**src/rtl/uart_pkg.sv**
```systemverilog
// Shared types and constants for the UART receive path.
// Holds parity modes, receiver states, oversample constants and tuser indices.
package uart_pkg;

  typedef enum logic [1:0] {
    PAR_NONE = 2'd0,
    PAR_EVEN = 2'd1,
    PAR_ODD  = 2'd2,
    PAR_RSVD = 2'd3
  } parity_mode_t;

  typedef enum logic [2:0] {
    RX_IDLE,
    RX_START,
    RX_DATA,
    RX_PARITY,
    RX_STOP
  } rx_state_t;

  localparam int OVS        = 16;
  localparam int SAMPLE_MID = 8;

  localparam int TUSER_FRM = 0;
  localparam int TUSER_PAR = 1;
  localparam int TUSER_BRK = 2;

  function automatic logic maj3(logic a, logic b, logic c);
    return (a & b) | (a & c) | (b & c);
  endfunction

endpackage

```
**src/rtl/uart_sync_fifo.sv**
```systemverilog
// Single-clock FIFO with full/empty/level flags.
// Read data reads as zero while empty so idle outputs stay quiet.
module uart_sync_fifo #(
  parameter int WIDTH = 8,
  parameter int DEPTH = 16
) (
  input  logic                     clk_i,
  input  logic                     rst_i,
  input  logic                     wr_en_i,
  input  logic [WIDTH-1:0]         wr_data_i,
  input  logic                     rd_en_i,
  output logic [WIDTH-1:0]         rd_data_o,
  output logic                     full_o,
  output logic                     empty_o,
  output logic [$clog2(DEPTH):0]   level_o
);

  localparam int AW = $clog2(DEPTH);

  logic [WIDTH-1:0] mem [DEPTH];
  logic [AW:0]      wr_ptr;
  logic [AW:0]      rd_ptr;
  logic             push;
  logic             pop;

  assign level_o = wr_ptr - rd_ptr;
  assign full_o  = (level_o == (AW+1)'(DEPTH));
  assign empty_o = (level_o == '0);
  assign pop     = rd_en_i && !empty_o;
  // A pop frees a slot in the same cycle, so a full FIFO still accepts it.
  assign push    = wr_en_i && (!full_o || pop);

  assign rd_data_o = empty_o ? '0 : mem[rd_ptr[AW-1:0]];

  always_ff @(posedge clk_i) begin
    if (rst_i) begin
      wr_ptr <= '0;
      rd_ptr <= '0;
    end else begin
      if (push) wr_ptr <= wr_ptr + 1'b1;
      if (pop)  rd_ptr <= rd_ptr + 1'b1;
    end
  end

  always_ff @(posedge clk_i) begin
    if (push) mem[wr_ptr[AW-1:0]] <= wr_data_i;
  end

endmodule

```
**src/rtl/uart_rx_param.sv**
```systemverilog
// UART receiver: 16x oversampling, 3-sample majority, parity/stop checks.
// Received words and error flags are queued in a FIFO on an AXI-Stream port.
module uart_rx_param
  import uart_pkg::*;
#(
  parameter int DATA_BITS  = 8,
  parameter int FIFO_DEPTH = 16
) (
  input  logic                          clk_i,
  input  logic                          rst_i,
  input  logic                          rx_i,
  input  logic [15:0]                   baud_div_i,
  input  logic [1:0]                    parity_mode_i,
  input  logic                          stop_bits_i,
  output logic [DATA_BITS-1:0]          mst_axis_tdata_o,
  output logic [2:0]                    mst_axis_tuser_o,
  output logic                          mst_axis_tvalid_o,
  input  logic                          mst_axis_tready_i,
  output logic                          overrun_o,
  output logic [$clog2(FIFO_DEPTH):0]   fifo_level_o,
  output logic                          busy_o
);

  localparam int W = DATA_BITS + 3;

  logic [1:0]           sync_q;
  logic                 rx_s;
  logic                 rx_prev;
  rx_state_t            state;
  logic [15:0]          tick_cnt;
  logic [15:0]          div_q;
  logic [15:0]          div_cur;
  parity_mode_t         pmode_q;
  logic                 two_q;
  logic [3:0]           s_cnt;
  logic [3:0]           bit_cnt;
  logic [DATA_BITS-1:0] data_q;
  logic                 s7, s8;
  logic                 seen_one;
  logic                 perr_q;
  logic                 ferr_q;
  logic                 brk_q;
  logic                 push_q;
  logic [W-1:0]         push_word;
  logic                 ov_q;
  logic                 tick, start_det, maj, mid, last, par_en;
  logic [2:0]           tuser_now;
  logic [W-1:0]         rd_word;
  logic                 full, empty;

  assign rx_s      = sync_q[1];
  assign div_cur   = (state == RX_IDLE) ? baud_div_i : div_q;
  assign tick      = (tick_cnt >= div_cur);
  assign start_det = (state == RX_IDLE) && !rx_s && rx_prev;
  assign maj       = maj3(s7, s8, rx_s);
  assign mid       = tick && (s_cnt == 4'(SAMPLE_MID + 1));
  assign last      = tick && (s_cnt == 4'(OVS - 1));
  assign par_en    = (pmode_q == PAR_EVEN) || (pmode_q == PAR_ODD);

  always_comb begin
    tuser_now            = '0;
    tuser_now[TUSER_BRK] = (bit_cnt == 4'd0) ? !(seen_one | maj) : brk_q;
    tuser_now[TUSER_PAR] = perr_q;
    tuser_now[TUSER_FRM] = ferr_q | !maj;
  end

  always_ff @(posedge clk_i) begin
    if (rst_i) begin
      sync_q  <= 2'b11;
      rx_prev <= 1'b1;
    end else begin
      sync_q  <= {sync_q[0], rx_i};
      rx_prev <= sync_q[1];
    end
  end

  always_ff @(posedge clk_i) begin
    if (rst_i) begin
      state     <= RX_IDLE;
      tick_cnt  <= '0;
      div_q     <= '0;
      pmode_q   <= PAR_NONE;
      two_q     <= 1'b0;
      s_cnt     <= '0;
      bit_cnt   <= '0;
      data_q    <= '0;
      s7        <= 1'b1;
      s8        <= 1'b1;
      seen_one  <= 1'b0;
      perr_q    <= 1'b0;
      ferr_q    <= 1'b0;
      brk_q     <= 1'b0;
      push_q    <= 1'b0;
      push_word <= '0;
    end else begin
      push_q <= 1'b0;
      if (start_det || tick) tick_cnt <= '0;
      else                   tick_cnt <= tick_cnt + 16'd1;
      if (tick && state != RX_IDLE) s_cnt <= s_cnt + 4'd1;
      if (tick && s_cnt == 4'(SAMPLE_MID - 1)) s7 <= rx_s;
      if (tick && s_cnt == 4'(SAMPLE_MID))     s8 <= rx_s;
      unique case (state)
        RX_IDLE: if (start_det) begin
          state    <= RX_START;
          div_q    <= baud_div_i;
          pmode_q  <= parity_mode_t'(parity_mode_i);
          two_q    <= stop_bits_i;
          s_cnt    <= '0;
          bit_cnt  <= '0;
          seen_one <= 1'b0;
          perr_q   <= 1'b0;
          ferr_q   <= 1'b0;
          brk_q    <= 1'b0;
        end
        RX_START: begin
          if (mid && maj) state <= RX_IDLE;
          else if (last)  state <= RX_DATA;
        end
        RX_DATA: begin
          if (mid) begin
            data_q   <= {maj, data_q[DATA_BITS-1:1]};
            seen_one <= seen_one | maj;
          end
          if (last) begin
            bit_cnt <= bit_cnt + 4'd1;
            if (bit_cnt == 4'(DATA_BITS - 1)) begin
              bit_cnt <= '0;
              state   <= par_en ? RX_PARITY : RX_STOP;
            end
          end
        end
        RX_PARITY: begin
          if (mid) begin
            perr_q   <= (^data_q) ^ maj ^ (pmode_q == PAR_ODD);
            seen_one <= seen_one | maj;
          end
          if (last) state <= RX_STOP;
        end
        RX_STOP: begin
          if (mid) begin
            if (bit_cnt == 4'd0) brk_q <= !(seen_one | maj);
            ferr_q <= ferr_q | !maj;
            // Push mid-way through the final stop bit to allow a short gap.
            if (bit_cnt == {3'b000, two_q}) begin
              push_q    <= 1'b1;
              push_word <= {tuser_now, data_q};
              state     <= RX_IDLE;
            end
          end else if (last) begin
            bit_cnt <= 4'd1;
          end
        end
        default: state <= RX_IDLE;
      endcase
    end
  end

  always_ff @(posedge clk_i) begin
    if (rst_i) ov_q <= 1'b0;
    else       ov_q <= push_q && full && !(mst_axis_tready_i && !empty);
  end

  uart_sync_fifo #(
    .WIDTH (W),
    .DEPTH (FIFO_DEPTH)
  ) u_fifo (
    .clk_i     (clk_i),
    .rst_i     (rst_i),
    .wr_en_i   (push_q),
    .wr_data_i (push_word),
    .rd_en_i   (mst_axis_tready_i),
    .rd_data_o (rd_word),
    .full_o    (full),
    .empty_o   (empty),
    .level_o   (fifo_level_o)
  );

  assign mst_axis_tdata_o  = rd_word[DATA_BITS-1:0];
  assign mst_axis_tuser_o  = rd_word[W-1:DATA_BITS];
  assign mst_axis_tvalid_o = !empty;
  assign overrun_o         = ov_q;
  assign busy_o            = (state != RX_IDLE);

endmodule

```
**config.mk**
```make
export PLATFORM = sky130hd
export DESIGN_NAME = uart_rx_param
export DESIGN_NICKNAME = d
export VERILOG_FILES = /design/src/rtl/uart_pkg.sv /design/src/rtl/uart_sync_fifo.sv /design/src/rtl/uart_rx_param.sv
export SDC_FILE = /design/constraint.sdc
export NUM_CORES = 1
export LEC_CHECK = 0
export ABC_AREA = 1
export CAP_MARGIN = 0
export CORE_ASPECT_RATIO = 1.25
export CORE_MARGIN = 2
export CORE_UTILIZATION = 50
export DETAILED_ROUTE_END_ITERATION = 6
export GPL_ROUTABILITY_DRIVEN = 0
export PLACE_DENSITY = 0.7
export SLEW_MARGIN = 15
export SYNTH_ARGS = -nofsm -noshare
export SYNTH_HDL_FRONTEND = slang
export SYNTH_SLANG_ARGS = --single-unit
```
**constraint.sdc**
```tcl
create_clock -name clk_i -period 5.5 [get_ports clk_i]
set_clock_uncertainty 0.15 [all_clocks]
set_input_delay 0.825 -clock clk_i [delete_from_list [all_inputs] [get_ports clk_i]]
set_output_delay 0.825 -clock clk_i [all_outputs]
set_load 0.02 [all_outputs]
```
After elaboration in Yosys (flattened, before gate mapping)
Memory sizes are Yosys's and may differ from the RTL's. A register that Yosys moved wholly into a read port is not among the register bits.
Cells that the tools add are included.
Storage, ports and cells
  flip-flop bits (word level): 86
  memory bits (writable): 176
  bits of input ports: 23
  word-level logic and storage cells: 141
  memories: 1
Operators by class
  add/sub/neg operators: 6
  order comparisons: 1
  eq/ne operators: 24
  muxes and demuxes: 36
  bitwise operators: 11
  reduce and logical (&&, ||, !) cells: 41
Memories
  u_fifo.mem: words 16, bits a word 11, read ports 1, clocked after memory_dff 1, wr ports 1, line uart_sync_fifo.sv:20  | logic [WIDTH-1:0] mem [DEPTH];
Operator list (count)
  $mux 4: 10
  $mux 3: 9
  $ne 2x2->1 const B: 9
  $add 16x1->16 const B: 1
  $ge 16x16->1: 1
  $mux 16: 1
  $pmux 3 s5: 1
  $eq 4x4->1 const B: 3
  $logic_and 1x1->1: 12
  $pmux 4 s3: 1
  $reduce_and 3->1: 4
  $mux 11: 1
  $add 5x1->5 const B: 2
  $mux 1: 9
  $add 4x1->4 const B: 2
  $eq 4x3->1 const B: 2
  $pmux 1 s2: 4
  $reduce_xor 8->1: 1
  $reduce_and 7->1: 1
  $eq 3x2->1 const B: 2
  $logic_not 1->1: 6
  $reduce_bool 2->1: 3
  $reduce_bool 3->1: 2
  $eq 5x5->1 const B: 1
  20 further kinds: 31

Depth between registers and ports, before layout
Gate-level depths: netlist (run 1).
  word-level depth: 8
  mapped depth: 24
  depth with buffers taken out: 23

By module
Synthesis (run 1) repeated with hierarchy kept, for this count alone.
Second synthesis, totals
  cell total of the unflattened synthesis: 1184
  area, all modules: 11793.8 um2
By module, submodules not included
  uart_sync_fifo: times used 1, cells an instance 665, area each 7948.9 um2, sequential area each 5565.3 um2
  uart_rx_param: times used 1, cells an instance 519, area each 3844.9 um2, sequential area each 1521.5 um2

Worst setup path after synthesis (run 1)
No wires, ideal clock.
  path type: register to output
  start point: register u_fifo.wr_ptr[0]
  end point: output port mst_axis_tdata_o[0]
  arrival: 2.520 ns
  data required time: 4.525 ns
  path slack: 2.005 ns
  stages on the path, launching flop included: 10
  buffers on the path: 1
  path through: dfxtp_1 inv_1 ha_1 fa_1 xnor2_1 nor3_1 nand2b_2 nor2_4 buf_2 nor3_1
On the way
  word-level cells in the longest chain between the ends: 3
RTL lines
  start, declared: line uart_sync_fifo.sv:21  | logic [AW:0] wr_ptr;
  start signal, assigned: line uart_sync_fifo.sv:40  | if (push) wr_ptr <= wr_ptr + 1'b1;
  $sub 5x5->5: line uart_sync_fifo.sv:26  | assign level_o = wr_ptr - rd_ptr;
  via fifo_level_o[2]: line uart_rx_param.sv:20  | output logic [$clog2(FIFO_DEPTH):0] fifo_level_o,
  $logic_not 5->1: line uart_sync_fifo.sv:28  | assign empty_o = (level_o == '0);
  $mux 11: line uart_sync_fifo.sv:33  | assign rd_data_o = empty_o ? '0 : mem[rd_ptr[AW-1:0]];
  end, declared: line uart_rx_param.sv:15  | output logic [DATA_BITS-1:0] mst_axis_tdata_o,
The timed path passes the listed nets, and every way through them passes these cells.

Worst setup path in the final report (run 1)
  start point: register u_fifo.wr_ptr[0]
  end point: output port mst_axis_tdata_o[4]
On the way
  word-level cells in the longest chain between the ends: 3
RTL lines (line)
  $sub 5x5->5: uart_sync_fifo.sv:26
  $logic_not 5->1: uart_sync_fifo.sv:28
  $mux 11: uart_sync_fifo.sv:33
Every way passes these cells.

==> results by group, run 1 <==
CTS
  • Clock Root Buffer: clkbuf_16
  • Post-CTS setup buffer count: 0
  • # clock sinks: 266
  • Clock Path Buffers: 3
  • Clk slew on worst S/H paths: 60 ps
  • CTS Hold Bufs: 0
  • CTS tree: built
  • H-tree levels: 1
  • Post_cts resized: 0
  • Worst-skew pair later-pin latency: 530 ps
  • Cts bufs inserted: 26

Global routing
  • Total track usage: 20.8%
  • Largest net degree at the start of global routing: 73
  • Initial antenna violation count: 0
  • First-pass GRT wire length: 40.8 mm
  • Number of global-route vias before repair: 7902
  • Grt ovf: 0

Hold path
  • Worst hold path class: register to register

Synth
  • Syn Nets: 1186
  • Synthesized area per cell: 10.4 um^2
  • Register bit total from synthesis: 266
  • Number of synthesized flops with an enable pin: 176
  • Synth Area in Adders: 3.59%
  • Synth top cells by count: nand2_1 (203), edfxtp_1 (176), a21oi_1 (97), nor2_1 (92), dfxtp_1 (90)
  • Cells after Synth: 1130
  • Compound-gate portion of the synthesized area: 11.2%
  • Post-Synth XOR/XNOR Area: 1.64%
  • Syn. warnings: 0
  • Cell accounting for the most synthesized area: edfxtp_1
  • Post-Synth Simple-Gate Area: 16.3%
  • Mapped cell area: 11700 um^2
  • Most frequent cell after synthesis: nand2_1
  • Ys flop type: edfxtp_1
  • FFs w/ async S/R, synth: 0%
  • Largest family of logic cells by synthesized area: simple AND/OR/NAND/NOR gates
  • Mux cell area share after synthesis: 1.87%
  • Top cell type's share of synthesized area: 45.1%
  • Register area share after synthesis: 60.5%
  • Distinct cell type count of the synthesized netlist: 51
  • Top cells by area, synth: edfxtp_1 (45%), dfxtp_1 (15%), nand2_1 (6.5%)

Die
  • Die X-Extent: 141 um
  • Die area: 24700 um^2
  • Top Ports: 42
  • Core area: 23000 um^2
  • Overall die height: 175 um
  • Initial core utilization: 50.9%
  • Site Rows: 62

Final layout
  • Diode count: 0
  • # nets final: 1227
  • Area delta synth->final: 13.7%
  • Design area: 13300 um^2
  • Ratio of cells with drive above 1 in the final layout: 9.91%

Power and ir drop
  • Pwr dens: 385 nW/um^2
  • Total Power: 5.13 mW
  • P_leak: 4.84 nW
  • Worst vdd ir: 331 uV

Timing
  • RSZ-0062 raised after global routing: no
  • Setup ws final: 1040 ps
  • Max-slew headroom: 23.1%
  • FMAX: 0.224 GHz
  • Hold Slack: 268 ps
  • Minimum clock period after layout: 4460 ps
  • Final hold violation count: 0
  • Final period utilization: 81.1%
  • Final count of pins violating max slew: 0
  • Slew @ Worst Pin: 1150 ps
  • Setup Total Neg Slack: 0 ps
  • Final setup viols: 0

Drt
  • TritonRoute pass-1 iters: 5
  • DRT Wirelength: 25.6 mm
  • Routed via count: 8109
  • First DRT Iteration DRCs: 488
  • ANT nets after route: 0
  • Vias/cell: 5.48
  • Residual DRC: 0
  • Routed length per instance: 17.3 um

Critical path
  • CP Class: register to primary output
  • CP startpoint kind: register
  • CP endpoint kind: primary output
  • CP required: 4530 ps
  • CP Max Fanout: 13
  • Crit path DAT: 3490 ps
  • Reg2Reg Setup Slack: 1870 ps

Place
  • Pre-CTS setup slack: 1570 ps
  • HPWL after DPL: 16.4 mm
  • Area of placed instances: 12400 um^2
  • Port bufs: 41

Run status
  • Status: finished, final reports clean

Run
  • # Max-Cap Violations: 0
## worst max-delay path, cell delays in order, from the launching register on
cell             delay [ps]
dfxtp_1                 420
inv_1                   120
ha_1                    230
fa_1                    460
o21ai_1                 180
xor2_1                  260
inv_2                    90
nor2_4                  430
nor3_1                  170
clkdlybuf4s50_1         580
## flip-flops by register name, indices dropped and copies added, names as in the netlist, 2 cells and up, named ones only
name / flops
u_fifo.mem: 176
div_q: 16
tick_cnt: 16
push_word: 11
data_q: 8
u_fifo.rd_ptr: 5
u_fifo.wr_ptr: 5
bit_cnt: 4
s_cnt: 4
state: 3
pmode_q: 2
sync_q: 2
## path summary, 6_finish.rpt
kind,end,cells past startpoint,startpoint
max reg2reg,u_fifo.mem[8][6],10,u_fifo.wr_ptr[0]
max,mst_axis_tdata_o[4],9,u_fifo.wr_ptr[0]
min,sync_q[1],1,sync_q[0]
min reg2reg,sync_q[1],1,sync_q[0]
## per-layer routing
| metal | track usage (%) | part of all wire (%) | vias to the layer above |
|---|---|---|---|
| li1 | - | - | 4005 |
| met1 | 26.0 | 42 | 3838 |
| met2 | 37.5 | 51 | 220 |
| met3 | 2.77 | 4.9 | 46 |
| met4 | 6.38 | 2.2 | 0 |
| met5 | 0 | 0 | - |
## per-stage QoR
| step | utilization (%) | instances |
|---|---|---|
| after detailed placement | 53.9 | 1431 |
| after global placement | 53.9 | 1431 |
| final | 57.8 | 1479 |
| after global routing | 57.8 | 1479 |
| after floorplan | - | 1130 |
| after CTS | 57.8 | 1479 |
## power breakdown
part	switching, mW	total [mW]	internal [mW]
combinational	0.694	1.09	0.392
sequential	0.0516	2.20	2.15
clock	0.732	1.84	1.11
total	1.48	5.13	3.65
## logic make-up after synthesis
family	after synthesis
compound gates	234
xor+xnor	22
fa+ha+maj	33
buf+inv	139
flops	266
mux	21
simple gates	415
## final cells by class
type | count | area, um^2
Inverter | 90 | 340
Clock buffer | 35 | 757
Fill cell | 1910 | 9720
Multi-Input combinational cell | 725 | 4060
Timing Repair Buffer | 62 | 568
Clock inverter | 13 | 145
Tap cell | 288 | 360
Sequential cell | 266 | 7090
## cells in the final DEF (no fill, tap or decap), types with 4 or more instances in the layout
cell             count
a21oi_1             97
a221oi_1             9
a31oi_1             18
a32o_1               7
buf_4               21
clkbuf_1             4
clkbuf_16           28
clkdlybuf4s50_1     41
clkinv_2             4
dfxtp_1             89
edfxtp_1           176
ha_1                32
inv_1               86
inv_2                6
mux2_2               7
mux2i_1             14
nand2_1            203
nand2_2              5
nand3_1             52
nand4_1              4
nor2_1              90
nor2_2               8
nor2_4               6
nor3_1              21
nor3b_1              4
o21ai_0             84
o21ai_1              7
xnor2_1             10
xor2_1              12
Note: power is estimated with default switching activity, not from simulation.
==> run 2, diff against run 1 <==
Clock period 5.5 ns to 4.4 ns, I/O delays scaled along.
==> run 2 against run 1 <==
Compared with the run above: combinational power up 26%; design area down 0.45%; sequential power up 25%; critical path depth unchanged; largest power group unchanged; critical endpoint is now mst_axis_tdata_o[2]; clock power up 11%; non-clock buffer count up 7; total power up 20%; count of clock-buffer cells in the layout down 2.
==> results by group, run 2 (synthesis gave the netlist of run 1 again) <==
Final layout
  • Design area: 13300 um^2 (about the same)
  • Ratio of cells with drive above 1 in the final layout: 10.3% (was 9.91%)
  • Max reg flops: 176 (unchanged)
  • # fillers: 1948 (was 1910)
  • Area delta synth->final: 13.2% (was 13.7%)
  • Most common cell after layout, fill and taps aside: nand2_1 (unchanged)
  • # nets final: 1233 (was 1227)
  • Commonest non-fill, non-tap cells in the layout: nand2_1 (203), edfxtp_1 (176), a21oi_1 (97) (unchanged)
  • Diode count: 0 (unchanged)

Timing
  • Setup ws final: 246 ps (was 1040 ps)
  • Setup Total Neg Slack: 0 ps (unchanged)
  • RSZ-0062 raised after global routing: no (unchanged)
  • Max-slew headroom: 45.8% (was 23.1%)
  • Final period utilization: 94.4%
  • Final hold violation count: 0 (unchanged)
  • Minimum clock period after layout: 4150 ps
  • Final setup viols: 0 (unchanged)
  • FMAX: 0.241 GHz
  • Final count of pins violating max slew: 0 (unchanged)
  • Slew @ Worst Pin: 809 ps (was 1150 ps)

CTS
  • Clk slew on worst S/H paths: 70 ps (was 60 ps)
  • Post_cts resized: 0 (unchanged)
  • CTS Hold Bufs: 0 (unchanged)
  • H-tree levels: 1 (unchanged)
  • Clock Path Buffers: 3 (unchanged)
  • Worst-skew pair later-pin latency: 530 ps (about the same)
  • # clock sinks: 266 (unchanged)
  • Cts bufs inserted: 25 (was 26)
  • Clock Root Buffer: clkbuf_16 (unchanged)
  • CTS tree: built (unchanged)
  • Post-CTS setup buffer count: 0 (unchanged)

Critical path
  • CP cell instances: inv_1 -> ha_1 -> fa_1 -> o21ai_1 -> xor2_1 -> inv_2 -> nor2_4 -> nor3_1 -> clkdlybuf4s50_1 (unchanged)
  • Crit path DAT: 3340 ps (was 3490 ps)
  • CP max-delay cell: clkdlybuf4s50_1 (unchanged)
  • CP required: 3590 ps (was 4530 ps)
  • Crit-path leading delay family: buffers and inverters (unchanged)
  • CP startpoint kind: register (unchanged)
  • CP Max Fanout: 13 (unchanged)
  • CP Class: register to primary output (unchanged)
  • CP peak stage delay: 560 ps (was 580 ps)
  • Buf/Inv on CP: 3 (unchanged)
  • CP endpoint kind: primary output (unchanged)

Die
  • Die area: 24700 um^2 (unchanged)
  • Top Ports: 42 (unchanged)
  • Site Rows: 62 (unchanged)
  • Initial core utilization: 50.9% (unchanged)
  • Overall die height: 175 um (unchanged)
  • Core area: 23000 um^2 (unchanged)
  • Die X-Extent: 141 um (unchanged)

Drt
  • ANT nets after route: 0 (unchanged)
  • Routed via count: 8090 (was 8109)
  • First DRT Iteration DRCs: 546 (was 488)
  • Vias/cell: 5.45 (was 5.48)
  • DRT Wirelength: 25.0 mm (was 25.6 mm)
  • Routed length per instance: 16.8 um (was 17.3 um)
  • TritonRoute pass-1 iters: 5 (unchanged)
  • Residual DRC: 0 (unchanged)

Power and ir drop
  • P_leak: 4.80 nW (was 4.84 nW)
  • Reg power frac: 44.7% (was 43.0%)
  • Worst vdd ir: 462 uV (was 331 uV)
  • Pwr dens: 464 nW/um^2 (was 385 nW/um^2)
  • P_sw: 1.83 mW (was 1.48 mW)
  • Clock power share: 33.1% (was 35.8%)
  • Net Sw Frac: 29.7% (was 28.8%)
  • Combinational share of power: 22.2% (was 21.2%)
  • Internal: 4.33 mW (was 3.65 mW)

Global routing
  • Grt ovf: 0 (unchanged)
  • Total track usage: 20.6% (was 20.8%)
  • First-pass GRT wire length: 40.5 mm (was 40.8 mm)
  • Initial antenna violation count: 0 (unchanged)
  • Largest net degree at the start of global routing: 43 (was 73)
  • Number of global-route vias before repair: 7988 (was 7902)

Run status
  • Status: finished, final reports clean (unchanged)

Place
  • Port bufs: 41 (unchanged)
  • Area of placed instances: 12500 um^2 (was 12400 um^2)
  • HPWL after DPL: 16.7 mm (was 16.4 mm)
  • Pre-CTS setup slack: 776 ps (was 1570 ps)

Run
  • # Max-Cap Violations: 0 (unchanged)

Hold path
  • Worst hold path class: register to register (unchanged)
==> run 2: cell count changes in the layout (fill, tap and decap cells not counted), moves of 2 or more <==
cell,change
buf_4,+6
bufinv_16,-3
clkbuf_16,-2
clkinv_2,+4
inv_1,-3
nor2_1,+2
nor2_2,-2
==> run 2: area by class of cell <==
type,count,area (um^2),share of cell area [%]
well taps,288,360,2.72
repair buffers,69,633,4.77
inverters,90,340,2.57
flip-flops and latches,266,7090,53.5
clock inverters,13,75.1,0.566
clock buffers,33,707,5.33
multi-input cells,725,4050,30.6
==> run 2: worst paths after layout <==
path	to	slack, ps	depth (start not counted)	start
setup / recovery	mst_axis_tdata_o[2]	250	9	u_fifo.wr_ptr[0]
hold / removal	sync_q[1]	260	1	sync_q[0]
setup reg to reg	data_q[5]	940	19	state[1]
hold reg to reg	sync_q[1]	260	1	sync_q[0]
==> run 2: power groups by stage <==
stage               combinational, mW  clock (mW)  sequential [mW]
global route                     1.55        2.17             2.76
finish                           1.37        2.04             2.75
floorplan                        1.04           0             2.78
CTS                              1.38        2.07             2.75
global placement                 1.34           0             2.80
detailed placement               1.38           0             2.80
==> run 2: layer usage <==
layer | global-route usage, % | up-vias | part of all wire, %
li1 | - | 4023 | -
met1 | 25.4 | 3791 | 41
met2 | 37.0 | 223 | 50
met3 | 2.96 | 53 | 5.1
met4 | 6.92 | 0 | 3.2
met5 | 0 | - | 0
==> run 2: per-stage QoR <==
stage	utilization, %	hold WS, ps	total power [mW]	std cells
floorplan	-	239	3.82	1130
global placement	54.2	247	4.15	1438
detailed placement	54.2	244	4.18	1438
CTS	57.6	260	6.21	1484
global route	57.6	273	6.48	1484
finish	57.6	259	6.15	1484
==> run 2: worst reg2reg max path: cells and delay by family (launching register included) <==
kind / cells / cell delay (ps)
compound gates: 2 / 280
fa+ha+maj: 1 / 330
flops: 1 / 410
buf+inv: 4 / 930
simple gates: 12 / 1230
==> run 3, diff against run 2 <==
Settings changed: CORE_MARGIN 2 to unset.
==> run 3 against run 2 <==
Compared with the run above: the run now ends with design-rule violations left; total power increased by 4.7%; highest routed layer unchanged; sequential share of layout area decreased by 0.48 points; via count increased by 0.68%; die area decreased by 2.5%; core utilization increased by 0.72 points; largest cell class unchanged; design area increased by 0.91%; critical path depth unchanged; count of clock-buffer cells in the layout increased by 1; non-clock buffer count unchanged; register-to-register slack improved by 40 ps.
==> results by group, run 3 (synthesis gave the netlist of run 1 again) <==
Final layout
  • Max reg flops: 176 (unchanged)
  • # fillers: 1916 (was 1948)
  • Design area: 13400 um^2 (was 13300 um^2)
  • Most common cell after layout, fill and taps aside: nand2_1 (unchanged)
  • Ratio of cells with drive above 1 in the final layout: 9.93% (was 10.3%)
  • Diode count: 0 (unchanged)
  • Area delta synth->final: 14.2% (was 13.2%)
  • Commonest non-fill, non-tap cells in the layout: nand2_1 (203), edfxtp_1 (176), a21oi_1 (97) (unchanged)
  • # nets final: 1234 (was 1233)

Run status
  • Failing checks: design-rule violations
  • Status: finished, violations left (was finished, final reports clean)

Critical path
  • Most used cell, CP: nor3_1
  • Buf/Inv on CP: 2 (was 3)
  • FF-to-FF Start: state[1] (unchanged)
  • CP Max Fanout: 13 (unchanged)
  • CP max-delay cell: clkdlybuf4s50_1 (unchanged)
  • CP startpoint kind: register (unchanged)
  • Crit path DAT: 3360 ps (was 3340 ps)
  • CP endpoint kind: primary output (unchanged)
  • Crit-path leading delay family: simple AND/OR/NAND/NOR gates (was buffers and inverters)
  • CP cell instances: inv_1 -> ha_1 -> fa_1 -> xnor2_1 -> nor3_1 -> nand2b_2 -> nor2_4 -> nor3_1 -> clkdlybuf4s50_1 (was inv_1 -> ha_1 -> fa_1 -> o21ai_1 -> xor2_1 -> inv_2 -> nor2_4 -> nor3_1 -> clkdlybuf4s50_1)
  • Cells on worst reg2reg path: 15 (was 19)
  • Reg2Reg Setup Slack: 980 ps (was 940 ps)
  • CP Class: register to primary output (unchanged)
  • R2R Path End: data_q[3] (was data_q[5])
  • CP required: 3590 ps (about the same)
  • CP peak stage delay: 560 ps (about the same)

Hold path
  • Worst hold path class: register to register (unchanged)
  • Min-Delay Path Depth: 1 (unchanged)
  • Min-delay src: sync_q[0] (unchanged)
  • Hold worst-path end: sync_q[1] (unchanged)

Die
  • Core area: 23000 um^2 (about the same)
  • Site Rows: 62 (unchanged)
  • Overall die height: 173 um (was 175 um)
  • Die X-Extent: 139 um (was 141 um)
  • Initial core utilization: 51.0% (was 50.9%)
  • Die area: 24100 um^2 (was 24700 um^2)
  • Top Ports: 42 (unchanged)

Timing
  • Setup Total Neg Slack: 0 ps (unchanged)
  • Slew @ Worst Pin: 882 ps (was 809 ps)
  • Final period utilization: 94.9% (was 94.4%)
  • RSZ-0062 raised after global routing: no (unchanged)
  • Hold Slack: 264 ps (was 259 ps)
  • FMAX: 0.240 GHz (was 0.241 GHz)
  • Minimum clock period after layout: 4170 ps (was 4150 ps)
  • Final count of pins violating max slew: 0 (unchanged)
  • Final setup viols: 0 (unchanged)
  • Max-slew headroom: 41.1% (was 45.8%)
  • Final hold violation count: 0 (unchanged)

Place
  • HPWL after DPL: 16.6 mm (was 16.7 mm)
  • Port bufs: 41 (unchanged)
  • Area of placed instances: 12500 um^2 (unchanged)

Global routing
  • Number of global-route vias before repair: 7826 (was 7988)
  • First-pass GRT wire length: 41.1 mm (was 40.5 mm)
  • Total track usage: 21.6% (was 20.6%)
  • Initial antenna violation count: 0 (unchanged)
  • Largest net degree at the start of global routing: 44 (was 43)
  • Grt ovf: 0 (unchanged)

CTS
  • Post_cts resized: 0 (unchanged)
  • H-tree levels: 1 (unchanged)
  • Cts bufs inserted: 26 (was 25)
  • Clock Path Buffers: 3 (unchanged)
  • Worst-skew pair later-pin latency: 540 ps (was 530 ps)
  • Clock Root Buffer: clkbuf_16 (unchanged)
  • CTS Hold Bufs: 0 (unchanged)
  • CTS tree: built (unchanged)
  • Post-CTS setup buffer count: 0 (unchanged)
  • Clk slew on worst S/H paths: 60 ps (was 70 ps)
  • # clock sinks: 266 (unchanged)

Drt
  • DRT Wirelength: 25.3 mm (was 25.0 mm)
  • Vias/cell: 5.48 (was 5.45)
  • Routed length per instance: 17.0 um (was 16.8 um)
  • Routed via count: 8145 (was 8090)
  • ANT nets after route: 0 (unchanged)
  • First DRT Iteration DRCs: 546 (unchanged)
  • TritonRoute pass-1 iters: 7 (was 5)
  • Residual DRC: 2 (was 0)

Run
  • # Max-Cap Violations: 0 (unchanged)

Power and ir drop
  • Pwr dens: 481 nW/um^2 (was 464 nW/um^2)
  • Worst vdd ir: 432 uV (was 462 uV)
  • P_leak: 4.84 nW (was 4.80 nW)
run 3: cell count changes in the layout (fill, tap and decap cells not counted), sizes merged:
cell | before | now
clkbuf | 33 | 34
clkinv | 10 | 8
bufinv | 0 | 4
inv | 92 | 91
run 3: area by class of cell:
type / instances / area, um^2 / share of cell area, %
inverters: 90 / 340 / 2.54
clock buffers: 34 / 722 / 5.40
flip-flops and latches: 266 / 7090 / 53.0
well taps: 288 / 360 / 2.69
repair buffers: 69 / 633 / 4.73
clock inverters: 14 / 180 / 1.35
multi-input cells: 725 / 4050 / 30.3
run 3: how the worst max path moves through the flow:
stage / from / end / slack [ps] / cells after the start
2_1_floorplan: u_fifo.wr_ptr[0] / mst_axis_tdata_o[0] / 1070 / 9
3_3_place_gp: u_fifo.wr_ptr[0] / mst_axis_tuser_o[2] / 840 / 9
3_5_place_dp: u_fifo.wr_ptr[0] / mst_axis_tuser_o[2] / 750 / 9
4_1_cts: u_fifo.wr_ptr[0] / mst_axis_tuser_o[2] / 180 / 9
5_1_grt: u_fifo.wr_ptr[0] / mst_axis_tuser_o[2] / 40 / 9
6_report: u_fifo.wr_ptr[0] / mst_axis_tuser_o[2] / 230 / 9
run 3: power breakdown:
group / internal [mW] / switching, mW / total, mW
combinational: 0.503 / 0.871 / 1.37
sequential: 2.69 / 0.0599 / 2.75
clock: 1.39 / 0.924 / 2.32
run 3: per-layer routing:
| metal | wire (um) | track usage (%) | part of all wire (%) |
|---|---|---|---|
| met1 | 10400 | 26.8 | 41 |
| met2 | 13100 | 39.2 | 52 |
| met3 | 1210 | 2.85 | 4.8 |
| met4 | 548 | 6.34 | 2.2 |
| met5 | 0 | 0 | 0 |
run 3: per-stage QoR:
stage / worst slack [ps] / total power, mW / utilization (%) / cells
detailed placement: 755 / 4.19 / 54.3 / 1438
global placement: 841 / 4.16 / 54.3 / 1438
CTS: 180 / 6.50 / 58.3 / 1486
floorplan: 1070 / 3.82 / - / 1130
finish: 225 / 6.44 / 58.3 / 1486
global route: 36.7 / 6.78 / 58.3 / 1486
